--- config.mk ---
export PLATFORM = sky130hd
export DESIGN_NAME = mem_port_arbiter_flat
export DESIGN_NICKNAME = d
export VERILOG_FILES = /design/src/rtl/mem_port_arbiter_if.sv /design/src/rtl/mem_port_arbiter.sv /design/src/flat_wrapper.sv
export SDC_FILE = /design/constraint.sdc
export NUM_CORES = 1
export LEC_CHECK = 0
export CELL_PAD_IN_SITES_DETAIL_PLACEMENT = 0
export CELL_PAD_IN_SITES_GLOBAL_PLACEMENT = 2
export CORE_MARGIN = 3
export CORE_UTILIZATION = 10
export CTS_BUF_LIST = sky130_fd_sc_hd__clkbuf_16
export CTS_CLUSTER_SIZE = 20
export DETAILED_ROUTE_END_ITERATION = 12
export GPL_ROUTABILITY_DRIVEN = 1
export PLACE_DENSITY = 0.95
export SYNTH_ARGS = -nofsm -noshare
export SYNTH_HDL_FRONTEND = slang
export SYNTH_SLANG_ARGS = --single-unit
--- constraint.sdc ---
create_clock -name CLK -period 2.7 [get_ports CLK]
set_input_delay 0.81 -clock CLK [delete_from_list [all_inputs] [get_ports CLK]]
set_output_delay 0.81 -clock CLK [all_outputs]
set_load 0.005 [all_outputs]
--- src/rtl/mem_port_arbiter_if.sv ---
// Bundle of the fetch, data and memory-side signals around mem_port_arbiter.
// master = core requesters plus memory; slave = the arbiter.
interface mem_port_arbiter_if #(
   parameter int ADDR_W = 10,
   parameter int DATA_W = 32
);
   logic              if_req;
   logic [ADDR_W-1:0] if_addr;
   logic              if_gnt;
   logic              if_rvalid;
   logic [DATA_W-1:0] if_rdata;

   logic              d_req;
   logic              d_we;
   logic [ADDR_W-1:0] d_addr;
   logic [DATA_W-1:0] d_wdata;
   logic              d_gnt;
   logic              d_rvalid;
   logic [DATA_W-1:0] d_rdata;

   logic              mem_en;
   logic              mem_we;
   logic [ADDR_W-1:0] mem_addr;
   logic [DATA_W-1:0] mem_wdata;
   logic [DATA_W-1:0] mem_rdata;

   modport master (
      output if_req, if_addr, d_req, d_we, d_addr, d_wdata, mem_rdata,
      input  if_gnt, if_rvalid, if_rdata, d_gnt, d_rvalid, d_rdata,
             mem_en, mem_we, mem_addr, mem_wdata
   );

   modport slave (
      input  if_req, if_addr, d_req, d_we, d_addr, d_wdata, mem_rdata,
      output if_gnt, if_rvalid, if_rdata, d_gnt, d_rvalid, d_rdata,
             mem_en, mem_we, mem_addr, mem_wdata
   );
endinterface

--- src/rtl/mem_port_arbiter.sv ---
// Data-over-fetch arbiter for one single-port synchronous memory, pipelined 1-cycle reads.
// Define ARB_FAIRNESS_EN to build the data-streak limiter that forces a fetch grant.
module mem_port_arbiter #(
   parameter int ADDR_W       = 10,
   parameter int DATA_W       = 32,
   parameter int MAX_D_STREAK = 4
) (
   input logic                CLK,
   input logic                RSTn,
   mem_port_arbiter_if.slave  bus
);

   typedef enum logic [1:0] {
      OWN_NONE = 2'd0,
      OWN_IF   = 2'd1,
      OWN_D    = 2'd2
   } own_e;

   own_e own_q, own_d;
   logic force_if;
   logic if_gnt;
   logic d_gnt;

`ifdef ARB_FAIRNESS_EN
   localparam logic [3:0] STREAK_LIMIT = 4'(MAX_D_STREAK);

   logic [3:0] streak_q, streak_d;

   assign force_if = bus.if_req && (streak_q == STREAK_LIMIT);

   always_comb begin
      // NOTE: every always_comb output gets a default first so no path can infer a latch.
      streak_d = streak_q;
      if (if_gnt || !bus.if_req) begin
         streak_d = 4'd0;
      end else if (d_gnt) begin
         streak_d = streak_q + 4'd1;
      end
   end

   always_ff @(posedge CLK or negedge RSTn) begin
      if (!RSTn) begin
         streak_q <= 4'd0;
      end else begin
         streak_q <= streak_d;
      end
   end
`else
   // The streak limit only matters in the fairness build.
   logic unused_streak_limit;
   assign unused_streak_limit = |4'(MAX_D_STREAK);
   assign force_if            = 1'b0;
`endif

   // Grants are gated by RSTn so nothing reaches the memory while reset is held.
   assign d_gnt  = RSTn && bus.d_req && !force_if;
   assign if_gnt = RSTn && bus.if_req && !d_gnt;

   assign bus.d_gnt     = d_gnt;
   assign bus.if_gnt    = if_gnt;
   assign bus.mem_en    = if_gnt || d_gnt;
   assign bus.mem_we    = d_gnt && bus.d_we;
   assign bus.mem_addr  = d_gnt  ? bus.d_addr :
                          if_gnt ? bus.if_addr : '0;
   assign bus.mem_wdata = d_gnt  ? bus.d_wdata : '0;

   always_comb begin
      own_d = OWN_NONE;
      if (if_gnt) begin
         own_d = OWN_IF;
      end else if (d_gnt && !bus.d_we) begin
         own_d = OWN_D;
      end
   end

   // NOTE: sequential state uses non-blocking assignments so every flop samples pre-edge values.
   always_ff @(posedge CLK or negedge RSTn) begin
      if (!RSTn) begin
         own_q <= OWN_NONE;
      end else begin
         own_q <= own_d;
      end
   end

   assign bus.if_rvalid = (own_q == OWN_IF);
   assign bus.d_rvalid  = (own_q == OWN_D);
   assign bus.if_rdata  = (own_q == OWN_IF) ? bus.mem_rdata : '0;
   assign bus.d_rdata   = (own_q == OWN_D)  ? bus.mem_rdata : '0;

endmodule

--- src/flat_wrapper.sv ---
// flat-port wrapper written by rule: the top's interface ports become plain ports
module mem_port_arbiter_flat 
#(
   parameter int ADDR_W       = 10,
   parameter int DATA_W       = 32,
   parameter int MAX_D_STREAK = 4
)
  (CLK, RSTn, bus_if_req, bus_if_addr, bus_d_req, bus_d_we, bus_d_addr, bus_d_wdata, bus_mem_rdata, bus_if_gnt, bus_if_rvalid, bus_if_rdata, bus_d_gnt, bus_d_rvalid, bus_d_rdata, bus_mem_en, bus_mem_we, bus_mem_addr, bus_mem_wdata);
  mem_port_arbiter_if #(.ADDR_W(ADDR_W), .DATA_W(DATA_W)) bus_i ();
  input logic CLK;
  input logic RSTn;
  input wire logic [$bits(bus_i.if_req)-1:0] bus_if_req;
  input wire logic [$bits(bus_i.if_addr)-1:0] bus_if_addr;
  input wire logic [$bits(bus_i.d_req)-1:0] bus_d_req;
  input wire logic [$bits(bus_i.d_we)-1:0] bus_d_we;
  input wire logic [$bits(bus_i.d_addr)-1:0] bus_d_addr;
  input wire logic [$bits(bus_i.d_wdata)-1:0] bus_d_wdata;
  input wire logic [$bits(bus_i.mem_rdata)-1:0] bus_mem_rdata;
  output wire logic [$bits(bus_i.if_gnt)-1:0] bus_if_gnt;
  output wire logic [$bits(bus_i.if_rvalid)-1:0] bus_if_rvalid;
  output wire logic [$bits(bus_i.if_rdata)-1:0] bus_if_rdata;
  output wire logic [$bits(bus_i.d_gnt)-1:0] bus_d_gnt;
  output wire logic [$bits(bus_i.d_rvalid)-1:0] bus_d_rvalid;
  output wire logic [$bits(bus_i.d_rdata)-1:0] bus_d_rdata;
  output wire logic [$bits(bus_i.mem_en)-1:0] bus_mem_en;
  output wire logic [$bits(bus_i.mem_we)-1:0] bus_mem_we;
  output wire logic [$bits(bus_i.mem_addr)-1:0] bus_mem_addr;
  output wire logic [$bits(bus_i.mem_wdata)-1:0] bus_mem_wdata;
  assign bus_i.if_req = bus_if_req;
  assign bus_i.if_addr = bus_if_addr;
  assign bus_i.d_req = bus_d_req;
  assign bus_i.d_we = bus_d_we;
  assign bus_i.d_addr = bus_d_addr;
  assign bus_i.d_wdata = bus_d_wdata;
  assign bus_i.mem_rdata = bus_mem_rdata;
  assign bus_if_gnt = bus_i.if_gnt;
  assign bus_if_rvalid = bus_i.if_rvalid;
  assign bus_if_rdata = bus_i.if_rdata;
  assign bus_d_gnt = bus_i.d_gnt;
  assign bus_d_rvalid = bus_i.d_rvalid;
  assign bus_d_rdata = bus_i.d_rdata;
  assign bus_mem_en = bus_i.mem_en;
  assign bus_mem_we = bus_i.mem_we;
  assign bus_mem_addr = bus_i.mem_addr;
  assign bus_mem_wdata = bus_i.mem_wdata;
  mem_port_arbiter #(.ADDR_W(ADDR_W), .DATA_W(DATA_W), .MAX_D_STREAK(MAX_D_STREAK)) u_core (.CLK(CLK), .RSTn(RSTn), .bus(bus_i));
endmodule
======== Word level (Yosys, flattened, before mapping) ========
Cells that the tools add are included.
word-level totals
  register bits ........................... 2
  logic and storage cells ................. 18
operators by class
  eq/ne operators ......................... 2
  mux-type cells .......................... 7
  reduce and logical (&&, ||, !) cells .... 8
operators with widths
  operator            number
  $mux 32             3
  $mux 10             2
  $logic_and 1x1->1   5
  $mux 2              2
  $eq 2x1->1 const B  1
  $eq 2x2->1 const B  1
  $logic_not 1->1     2
  $logic_or 1x1->1    1

======== Longest topological paths before layout ========
  depth after elaboration ................. 5
  gate-level depth with buffers ........... 4
  depth with buffers taken out ............ 2

======== Least setup slack after synthesis ========
Ideal clock, no wire load.
  kind .................................... input -> output
  start point ............................. input port RSTn
  end point ............................... output port bus_mem_addr[0]
  arrival time ............................ 1.290 ns
  slack ................................... 0.600 ns
  cell stages on the path ................. 4
  path through ............................ buf_4 > nand2_1 > buf_2 > o21ai_1
between the ends
  cells in the longest elaborated chain, start to end .. 5
  elaborated cells on any way between the ends .. 6
  those cells by class .................... mux: 2; reduce/logical: 4
ends and longest elaborated chain
  element            RTL line                text
  from (decl)        flat_wrapper.sv:11      input logic RSTn;
  $logic_and 1x1->1  mem_port_arbiter.sv:56  assign d_gnt = RSTn && bus.d_req && !force_if;
  $logic_not 1->1    mem_port_arbiter.sv:57  assign if_gnt = RSTn && bus.if_req && !d_gnt;
  $logic_and 1x1->1  mem_port_arbiter.sv:57
  $mux 10            mem_port_arbiter.sv:64  if_gnt ? bus.if_addr : '0;
  $mux 10 (*)        mem_port_arbiter.sv:63  assign bus.mem_addr = d_gnt ? bus.d_addr :
  to (decl)          flat_wrapper.sv:27      output wire logic [$bits(bus_i.mem_addr)-1:0] bus_mem_addr;
Mark *: on every way between the ends. The rest lies on a longest branch, timed or not.

======== Final worst setup path ========
  start point ............................. input port bus_mem_rdata[5]
  end point ............................... output port bus_if_rdata[5]
between the ends
  cells in the longest elaborated chain, start to end .. 1
ends and longest elaborated chain
  element      RTL line                text
  from (decl)  flat_wrapper.sv:18      input wire logic [$bits(bus_i.mem_rdata)-1:0] bus_mem_rdata;
  $mux 32      mem_port_arbiter.sv:87  assign bus.if_rdata = (own_q == OWN_IF) ? bus.mem_rdata : '0;
  to (decl)    flat_wrapper.sv:21      output wire logic [$bits(bus_i.if_rdata)-1:0] bus_if_rdata;
No other way between the ends.

==> metrics.cfg <==
[yosys]
netlist.area_leader.share_pct=39.24
netlist_top_cells_area=and2_1 (39%), and3_1 (21%), buf_2 (6.6%), nand2b_1 (6.3%), dfrtp_1 (5.1%)
ys_ff_latch=2
synth_fp_nets=243
synth_cell_types=16
seq_area_frac_synth_pct=5.063
netlist_instances=154
syn_area_sq_um=988.4
synth_top_cell_by_area=and2_1
avgSynthCellArea_sq_um=6.418
ys_warn_count=0

[worst_setup_path]
cp-start-kind=primary input
cp-end-kind=primary output
crit_required_ns=1.89
setup.worst_path.class=primary input to primary output
arrival_ns=1.88
crit_fanout=2

[pwr]
total_power_mw=0.5869
p_leak_nw=2.021
ir_worst_vdd_mv=0.1688
powerDensity_mw_per_mm2=178.1

[die]
die_height_um=105.4
boundaryPins=201
start_util_pct=10.50
dieArea_sq_mm=0.01111
floorplan.die.width_um=105.4
core_sq_mm=0.009415
num_rows=35

[sta]
post-route-min-period_ns=2.690
relSlewSlack_pct=79.80
setup_violations=0
slew_violations=0
timing.final.crit_share_pct=99.65
max_clock_freq_mhz=371.7
hold_viol_final=0
tns_ns=0
worst_pin_slew_ns=0.3029
rsz0062_at_grt=no
setup_ws_ns=0.009531

[hold_path]
hold_path_class=primary input to asynchronous set/reset pin

[placement]
dp_hpwl_um=4894
dp_slack_ns=-0.4629
port-buffer-count=200
routabilityCongestion=0.6811
placed_cells=476

[global_routing]
grt_pass1_wl_um=9066
busiest_layer=met2
antenna_found_initial=0
overflow=0
grt_pass1_vias=1914
use_met2_pct=18.03
met3_usage_pct=4.409
grt_max_degree=34
grt_use_met1_pct=10.58
grt.total_usage_pct=9.848

[final_layout]
syn_to_final_growth_pct=233.4
top_regs=u_core.own_q x2
largest_reg_flops=2
nets=451
instances_no_fill=489
regMostFlops=u_core.own_q
drive_gt1_share_pct=10.28
diodes=0

[detailed_routing]
vias_per_cell=3.851
drc=0
dr.pass1.iters=2
wl_per_cell_um=12.70
wirelength_um=6209
ant_nets=0
drt_iter0_markers=16
vias=1883

[clocking]
htreeDepth=1
cts_buffers=3
clockBufferDepth=2
root_buffer=clkbuf_16
clk_pin_slew_ns=0.03
clock_sinks=2
cts_tree=yes

[status]
outcome=completed

[run]
drv_cap=0

## area by class of cell
cell class	instances	area, sq um
Clock buffer	3	75.07
Sequential cell	2	50.05
Timing Repair Buffer	221	2178
Tap cell	129	161.4
Fill cell	1018	6120
Multi-Input combinational cell	134	830.8
## worst paths after layout
path                                   from               to  slack [ns]
max in group asynchronous              RSTn  u_core.own_q[1]        1.69
min in group CLK                  bus_d_req  u_core.own_q[0]        0.99
worst max-delay path       bus_mem_rdata[5]  bus_if_rdata[5]        0.01
worst min-delay path                   RSTn  u_core.own_q[0]        0.92
## metal layers
layer	vias up	routed length [um]
met2	149	2899
li1	919	-
met4	0	21
met5	-	0
met1	813	2317
met3	2	971
## stage by stage
stage	instance area, sq um	hold WS, ns	utilization [%]
final	3296	0.9234	35.00
after global routing	3296	0.9456	35.00
after CTS	3243	0.9144	34.45
after detailed placement	3146	1.259	33.41
after global placement	3146	1.252	33.41
after floorplan	988.4	0.5144	-
## cell families (layout without fill, tap and decap cells)
group                  count (synthesis)  count (layout)  share of synthesized area [%]
AOI/OAI and AO/OA                     11              11                          5.823
buffers and inverters                 18             224                          11.52
and+or+nand+nor                      123             123                          77.59
DFF                                    2               2                          5.063
## critical path: stages
cell and delay (ns):
clkdlybuf4s50_1 0.46, and2_1 0.12, clkdlybuf4s50_1 0.49
## power breakdown
group	internal, mW	leakage (nW)	switching, mW	total [mW]
logic	0.231	1.96	0.103	0.335
registers	0.0314	0.0269	0.000872	0.0322
clock network	0.188	0.0370	0.0319	0.220
total	0.451	2.02	0.136	0.587
## placed cells by master (no fill, tap or decap), types with 2 or more instances in the layout
master and n:
clkdlybuf4s15_2 2, clkbuf_16 3, and2_2 3, and2_1 62, dfrtp_1 2, nand2b_1 10, dlymetal6s2s_1 17, dlygate4sd2_1 78
buf_12 2, and3_1 33, o21ai_1 9, clkbuf_2 3, buf_6 3, clkdlybuf4s15_1 9, clkdlybuf4s50_1 90, nand3_1 10
buf_4 14
## timing repair
action,CTS,global route
hold buffers,0,0
gates resized for setup,107,35
buffers inserted,7,0
setup endpoints to repair,91,31
gates cloned,3,0
## cell usage after synthesis (all sizes together)
| cell type | instances |
|---|---|
| nand2b | 10 |
| nor2 | 1 |
| and3 | 33 |
| buf | 18 |
| nand3 | 10 |
| and2 | 65 |
| dfrtp | 2 |
| o21ai | 10 |
| and2b | 1 |
| o21a | 1 |
| nor2b | 2 |
| nand2 | 1 |
Power figures use the tool's default switching activity.
